`config.mk`:
```
export PLATFORM = sky130hd
export DESIGN_NAME = oam_dma_controller
export DESIGN_NICKNAME = d
export VERILOG_FILES = /design/src/rtl/oam_dma_controller_pkg.sv /design/src/rtl/oam_dma_cpu_gate.sv /design/src/rtl/oam_dma_controller.sv
export SDC_FILE = /design/constraint.sdc
export NUM_CORES = 1
export LEC_CHECK = 0
export CAP_MARGIN = 20
export CORE_AREA = 3 3 81 83
export CTS_BUF_LIST = sky130_fd_sc_hd__clkbuf_16
export CTS_CLUSTER_SIZE = 40
export DETAILED_ROUTE_END_ITERATION = 16
export DIE_AREA = 0 0 84 86
export PLACE_DENSITY = 0.86
export SYNTH_ARGS = -nofsm -noshare
export SYNTH_HDL_FRONTEND = slang
export SYNTH_HIERARCHICAL = 1
export SYNTH_SLANG_ARGS = --single-unit
```
`constraint.sdc`:
```
create_clock -name clk -period 2.2 [get_ports clk]
set_clock_uncertainty 0.05 [all_clocks]
set_input_delay 0.33 -clock clk [delete_from_list [all_inputs] [get_ports clk]]
set_output_delay 0.33 -clock clk [all_outputs]
set_load 0.005 [all_outputs]
```
`src/rtl/oam_dma_controller_pkg.sv`:
```
// Shared types and constants for the OAM DMA sequencer.
package oam_dma_controller_pkg;

    typedef enum logic [1:0] {
        DMA_IDLE,
        DMA_START,
        DMA_XFER
    } dma_state_t;

    localparam int OAM_DMA_LEN   = 160;
    localparam int TCYC_PER_BYTE = 4;
    localparam int START_DELAY   = 4;

    localparam logic [7:0]  DMA_LAST_IDX   = 8'(OAM_DMA_LEN - 1);
    localparam logic [1:0]  DMA_LAST_PHASE = 2'(TCYC_PER_BYTE - 1);
    localparam logic [1:0]  DMA_DELAY_LAST = 2'(START_DELAY - 2);

    localparam logic [15:0] IO_GATE_BASE = 16'hFF00;
    localparam logic [15:0] DMA_OAM_ADDR = 16'hFF46;
    localparam logic [7:0]  MIRROR_BASE  = 8'hE0;
    localparam logic [7:0]  MIRROR_OFS   = 8'h20;

    // Echo RAM: E0xx..FFxx sources read from C0xx..DFxx.
    function automatic logic [7:0] mirror_hi(input logic [7:0] hi);
        return (hi >= MIRROR_BASE) ? hi - MIRROR_OFS : hi;
    endfunction

endpackage

```
`src/rtl/oam_dma_cpu_gate.sv`:
```
// Combinational CPU grant / read-data mux used while OAM DMA owns the bus.
module oam_dma_cpu_gate
    import oam_dma_controller_pkg::*;
(
    input  logic        dma_active,
    input  logic [15:0] cpu_addr,
    input  logic        cpu_read_en,
    input  logic [7:0]  src_hi,
    input  logic [7:0]  blk_byte,
    output logic        cpu_grant,
    output logic [7:0]  cpu_rdata
);

    always_comb begin
        cpu_grant = 1'b1;
        cpu_rdata = 8'hFF;
        if (cpu_addr == DMA_OAM_ADDR) begin
            cpu_grant = 1'b0;
            if (cpu_read_en) cpu_rdata = src_hi;
        end else if (dma_active && cpu_addr < IO_GATE_BASE) begin
            cpu_grant = 1'b0;
            if (cpu_read_en) cpu_rdata = blk_byte;
        end
    end

endmodule

```
`src/rtl/oam_dma_controller.sv`:
```
// OAM DMA sequencer: FF46 decode, 160-byte copy at one byte per M-cycle.
// OAM_DMA_BUS_CONFLICT_EN: blocked CPU reads return the last DMA byte.
module oam_dma_controller
    import oam_dma_controller_pkg::*;
(
    input  logic        clk,
    input  logic        reset,
    input  logic [15:0] cpu_addr,
    input  logic [7:0]  cpu_wdata,
    input  logic        cpu_read_en,
    input  logic        cpu_write_en,
    output logic [7:0]  cpu_rdata,
    output logic        cpu_grant,
    output logic [15:0] mem_addr,
    output logic        mem_read_en,
    input  logic [7:0]  mem_rdata,
    output logic [7:0]  oam_addr,
    output logic [7:0]  oam_wdata,
    output logic        oam_write_en,
    output logic        dma_active
);

    dma_state_t  state_q, state_d;
    logic [7:0]  src_hi_q, src_hi_d;
    logic [7:0]  eff_hi_q, eff_hi_d;
    logic [7:0]  idx_q, idx_d;
    logic [1:0]  phase_q, phase_d;
    logic [1:0]  dly_q, dly_d;
    logic        pend_q, pend_d;
    logic [7:0]  dbyte_q;
    logic [15:0] mem_addr_q;
    logic        mem_rd_q;
    logic [7:0]  oam_addr_q;
    logic        oam_we_q;
    logic        active_q;
    logic        ff46_wr;
    logic        xfer_d;
    logic [7:0]  blk_byte;

    assign ff46_wr = cpu_write_en && (cpu_addr == DMA_OAM_ADDR);
    assign xfer_d  = (state_d == DMA_XFER);

    always_comb begin
        state_d  = state_q;
        src_hi_d = src_hi_q;
        eff_hi_d = eff_hi_q;
        idx_d    = idx_q;
        phase_d  = phase_q;
        dly_d    = dly_q;
        pend_d   = pend_q;
        if (state_q == DMA_XFER) begin
            phase_d = phase_q + 2'd1;
            if (phase_q == DMA_LAST_PHASE) begin
                if (idx_q == DMA_LAST_IDX) begin
                    idx_d   = 8'd0;
                    state_d = (pend_q || ff46_wr) ? DMA_START : DMA_IDLE;
                end else begin
                    idx_d = idx_q + 8'd1;
                end
            end
        end
        // A new write restarts the delay; the old copy runs on meanwhile.
        if (ff46_wr) begin
            src_hi_d = cpu_wdata;
            pend_d   = 1'b1;
            dly_d    = 2'd0;
            if (state_d == DMA_IDLE) state_d = DMA_START;
        end else if (pend_q) begin
            if (dly_q == DMA_DELAY_LAST) begin
                state_d  = DMA_XFER;
                eff_hi_d = mirror_hi(src_hi_q);
                idx_d    = 8'd0;
                phase_d  = 2'd0;
                pend_d   = 1'b0;
            end else begin
                dly_d = dly_q + 2'd1;
            end
        end
    end

    always_ff @(posedge clk) begin
        if (reset) begin
            state_q    <= DMA_IDLE;
            src_hi_q   <= 8'h00;
            eff_hi_q   <= 8'h00;
            idx_q      <= 8'd0;
            phase_q    <= 2'd0;
            dly_q      <= 2'd0;
            pend_q     <= 1'b0;
            dbyte_q    <= 8'h00;
            mem_addr_q <= 16'h0000;
            mem_rd_q   <= 1'b0;
            oam_addr_q <= 8'd0;
            oam_we_q   <= 1'b0;
            active_q   <= 1'b0;
        end else begin
            state_q    <= state_d;
            src_hi_q   <= src_hi_d;
            eff_hi_q   <= eff_hi_d;
            idx_q      <= idx_d;
            phase_q    <= phase_d;
            dly_q      <= dly_d;
            pend_q     <= pend_d;
            if (mem_rd_q) dbyte_q <= mem_rdata;
            mem_rd_q   <= xfer_d && (phase_d == 2'd0);
            mem_addr_q <= xfer_d ? {eff_hi_d, idx_d} : 16'h0000;
            oam_we_q   <= xfer_d && (phase_d == 2'd1);
            oam_addr_q <= xfer_d ? idx_d : 8'd0;
            active_q   <= xfer_d;
        end
    end

`ifdef OAM_DMA_BUS_CONFLICT_EN
    assign blk_byte = dbyte_q;
`else
    assign blk_byte = 8'hFF;
`endif

    oam_dma_cpu_gate u_gate (
        .dma_active  (active_q),
        .cpu_addr    (cpu_addr),
        .cpu_read_en (cpu_read_en),
        .src_hi      (src_hi_q),
        .blk_byte    (blk_byte),
        .cpu_grant   (cpu_grant),
        .cpu_rdata   (cpu_rdata)
    );

    assign mem_addr     = mem_addr_q;
    assign mem_read_en  = mem_rd_q;
    assign oam_addr     = oam_addr_q;
    assign oam_wdata    = dbyte_q;
    assign oam_write_en = oam_we_q;
    assign dma_active   = active_q;

endmodule

```
==> flow_summary.toml <==
[run_status]
result_of_the_run = "finished, final reports clean"

[yosys]
synth_edf_count = 0
mapped_area_um2 = 2720
synth.yosys.seq_area_share_pct = 42.7
synthesis.area_per_instance_um2 = 9.52
yosys_warnings = 6
primary_flip_flop_cell_chosen_by_synthesis_mapping = "dfxtp_1"
synth_cell_type_count = 61
async_flop_share_pct = 0
cell_count_after_synthesis = 286
yosys_register_bits = 58

[power_and_ir_drop]
pwr_density_cell_nw_per_um2 = 629
power.share.clock_pct = 52.8
netSwitchingFraction_pct = 20.2
cell_internal_pwr_uw = 1990
leakagePower_uw = 0.00142
share_comb_of_total_power_pct = 5.0
p_sw_uw = 502
vdd_ir_drop_max_v = 0.000503
p_seq_share_pct = 42.2

[run]
maxCapViolCount = 0

[critical_path]
timing.critical_path.to_type = "output pin"
r2r-end = "mem_addr[7]$_SDFF_PP0_"
timing.setup.critical_path_class = "in2out"
path_max_fanout = 4
timing.critical_path.from_type = "input port"
critPathRequiredTime_ns = 1.82
critical_path_cell_sequence = "clkdlybuf4s50_1 > nor4bb_2 > and4_4 > buf_6 > a21oi_1 > dlygate4sd2_1"
worstRegToRegCells = 5
critical-path-slowest-cell = "clkdlybuf4s50_1"
worst_r2r_startpoint = "phase_q[0]$_SDFF_PP0_"
largest_delay_contributor_family_on_the_critical_path = "buffers and inverters"
slowest_delay_ns = 0.47
worst_ep_arrival_time_ns = 1.79
path_buf_inv = 3
slack_of_the_worst_reg_to_reg_path_ns = 0.49

[routing]
antenna_left = 0
route.final.wire_length_um = 6720
met3RoutedLength_um = 267
via_per_inst = 5.36
dr.first_iter.drc_count = 96
route.vias.total = 2461
wl_met2_um = 3410
route.detailed.wl_per_inst_um = 14.6
route.top_layer_used = "met4"
route.detailed.drc = 0
detail_route.first_pass.iterations = 4
met1Wirelength_um = 2900

[finish]
layout-area-overhead-vs-synth_pct = 45.6
layout.cells.most_common = "clkdlybuf4s50_1"
antenna_cells = 0
drive_gt1_share_pct = 16.4
fin_nets = 419
layout.cells.most_common_list = "clkdlybuf4s50_1 (68), dfxtp_1 (58), buf_4 (21), o21ai_0 (18), nand2_1 (17)"

[hold_path]
worst_hold_path.num_cells = 2
min-delay-path-class = "reg2reg"
hold-path-endpoint = "eff_hi_q[3]$_SDFF_PP0_"
worst_hold_startpoint = "eff_hi_q[3]$_SDFF_PP0_"

[floorplan]
core_area_um2 = 5920
floorplan.rows = 28
start_util_pct = 46.0
die_width_um = 84
design.die.area_um2 = 7220
ioPinCount = 80
die_height_um = 86

[clocking]
cts_stage_hold_buffer_count = 0
ctsRootBufferMaster = "clkbuf_16"
clkLatencyLatePin_ns = 0.32
clk_pin_slew_worst_paths_ns = 0.05
clock_sinks = 58
clock_tree.htree_level_count = 3
clock_tree_from_tritoncts = "built"
ctsLongestPathBuffers = 2
cts_made_buffers = 9

[placed_design]
port_buffers = 79
place.detailed.hpwl_um = 4780
routabilityCongestion = 0.880

[timing]
max_freq_ghz = 0.462
report.final.setup_viol = 0
fin_worst_hold_slack_ns = 0.414
final_hold_violations = 0
rsz_0062_raised_after_global_routing = "false"
period_utilisation_layout_pct = 98.5
final-max-slew-violation-count = 0
setup_total_negative_slack_ns = 0
fin_crit_ns = 2.17

[global_route]
overflow_left_after_global_routing = 0
grt_first_pass_wirelength_um = 11300
gr-usage-all-layers_pct = 19.5
grt_antenna_before_repair = 0
grt_pass1_vias = 2401
grt_max_degree = 41
-- power by group through the flow --
stage	combinational, uW	sequential [uW]	clock (uW)
after detailed placement	121	1070	0
after global routing	131	1050	1390
final	123	1050	1320
after floorplan	35.3	1070	0
after global placement	118	1070	0
after CTS	121	1050	1340
-- final cells by class --
cell class              count  area [um2]
clock inverters             7        60.1
fillers                   468        1960
well taps                  75        93.8
flip-flops and latches     58        1160
clock buffers               9         225
repair buffers            103         986
inverters                   5        18.8
multi-input cells         202        1420
-- Yosys cell counts, types with 2 or more instances --
master / count / area (um2)
clkbuf_1: 10 / 37.5
a2bb2oi_2: 3 / 45.0
a311oi_1: 2 / 17.5
o32ai_1: 2 / 17.5
and3_1: 3 / 18.8
nand3b_1: 2 / 15.0
buf_4: 8 / 60.1
inv_1: 4 / 15.0
nand4_1: 2 / 12.5
nor2_1: 15 / 56.3
nand2_1: 17 / 63.8
ha_1: 4 / 50.1
a2bb2oi_1: 5 / 43.8
dfxtp_1: 58 / 1160
mux2i_1: 11 / 110
nor4b_2: 2 / 30.0
and2_1: 3 / 18.8
nand3_1: 14 / 70.1
and4_1: 4 / 35.0
nor3b_1: 2 / 15.0
nor2b_1: 9 / 56.3
xnor2_1: 2 / 17.5
o21ai_0: 18 / 90.1
buf_6: 4 / 45.0
o2111ai_1: 5 / 43.8
a21oi_1: 15 / 75.1
o31ai_1: 3 / 22.5
a31oi_1: 5 / 31.3
nor4_2: 5 / 62.6
o31ai_2: 3 / 37.5
o21ai_1: 2 / 10.0
buf_2: 5 / 25.0
nor3_1: 11 / 55.1
-- how the worst max path moves through the flow --
stage | from | endpoint | slack [ns] | depth (start not counted)
2_1_floorplan | phase_q[0]$_SDFF_PP0_ | mem_addr[7]$_SDFF_PP0_ | 0.66 | 5
3_3_place_gp | cpu_addr[0] | cpu_rdata[3] | -0.14 | 6
3_5_place_dp | cpu_addr[0] | cpu_rdata[4] | -0.19 | 6
4_1_cts | cpu_addr[2] | cpu_rdata[3] | 0.02 | 6
5_1_grt | cpu_addr[2] | cpu_rdata[3] | 0.001 | 6
6_report | cpu_addr[2] | cpu_grant | 0.03 | 6
-- worst reg2reg max path: cells and delay by family (launching register included) --
kind,cells,cell delay (ns)
compound gates,2,0.71
simple gates,2,0.23
fa+ha+maj,1,0.21
flops,1,0.38
-- state kept, by name, indices dropped and copies added, names as in the netlist --
name	flops
dma_active	1
src_hi_q	8
eff_hi_q	8
state_q	2
oam_wdata	8
mem_read_en	1
idx_q	8
mem_addr	16
dly_q	2
oam_write_en	1
phase_q	2
pend_q	1
-- stage by stage --
step	setup slack [ns]	utilization, %	std cells	instance area, um2	total power (uW)
6_report	0.0335	66.9	459	3960	2490
5_1_grt	0.00120	66.9	459	3960	2570
4_1_cts	0.0214	66.6	459	3940	2510
3_5_place_dp	-0.188	61.5	441	3640	1190
3_3_place_gp	-0.142	61.5	441	3640	1190
2_1_floorplan	0.655	-	293	2750	1110
-- per-layer routing --
metal,global-route usage (%),vias to the layer above
li1,-,1234
met1,22.9,1153
met2,33.5,60
met3,5.28,14
met4,8.77,0
met5,0,-
-- timing repair --
item | in CTS | in global routing
pin swaps | 2 | 2
gates resized for setup | 17 | 9
hold endpoints to repair | 0 | 0
cloned | 1 | 0
setup buffers | 1 | 0
setup endpoints to repair | 9 | 7
-- kinds of logic (layout without fill, tap and decap cells) --
group / Yosys count / in the layout / share of synthesized area (%)
simple gates: 100 / 100 / 23.1
fa+ha+maj: 4 / 4 / 1.84
buf+inv: 33 / 124 / 6.99
xor+xnor: 3 / 3 / 0.966
other cells: 1 / 8 / 0.138
flops: 58 / 58 / 42.7
compound gates: 76 / 76 / 20.3
mux: 11 / 11 / 4.05
Power figures use the tool's default switching activity.
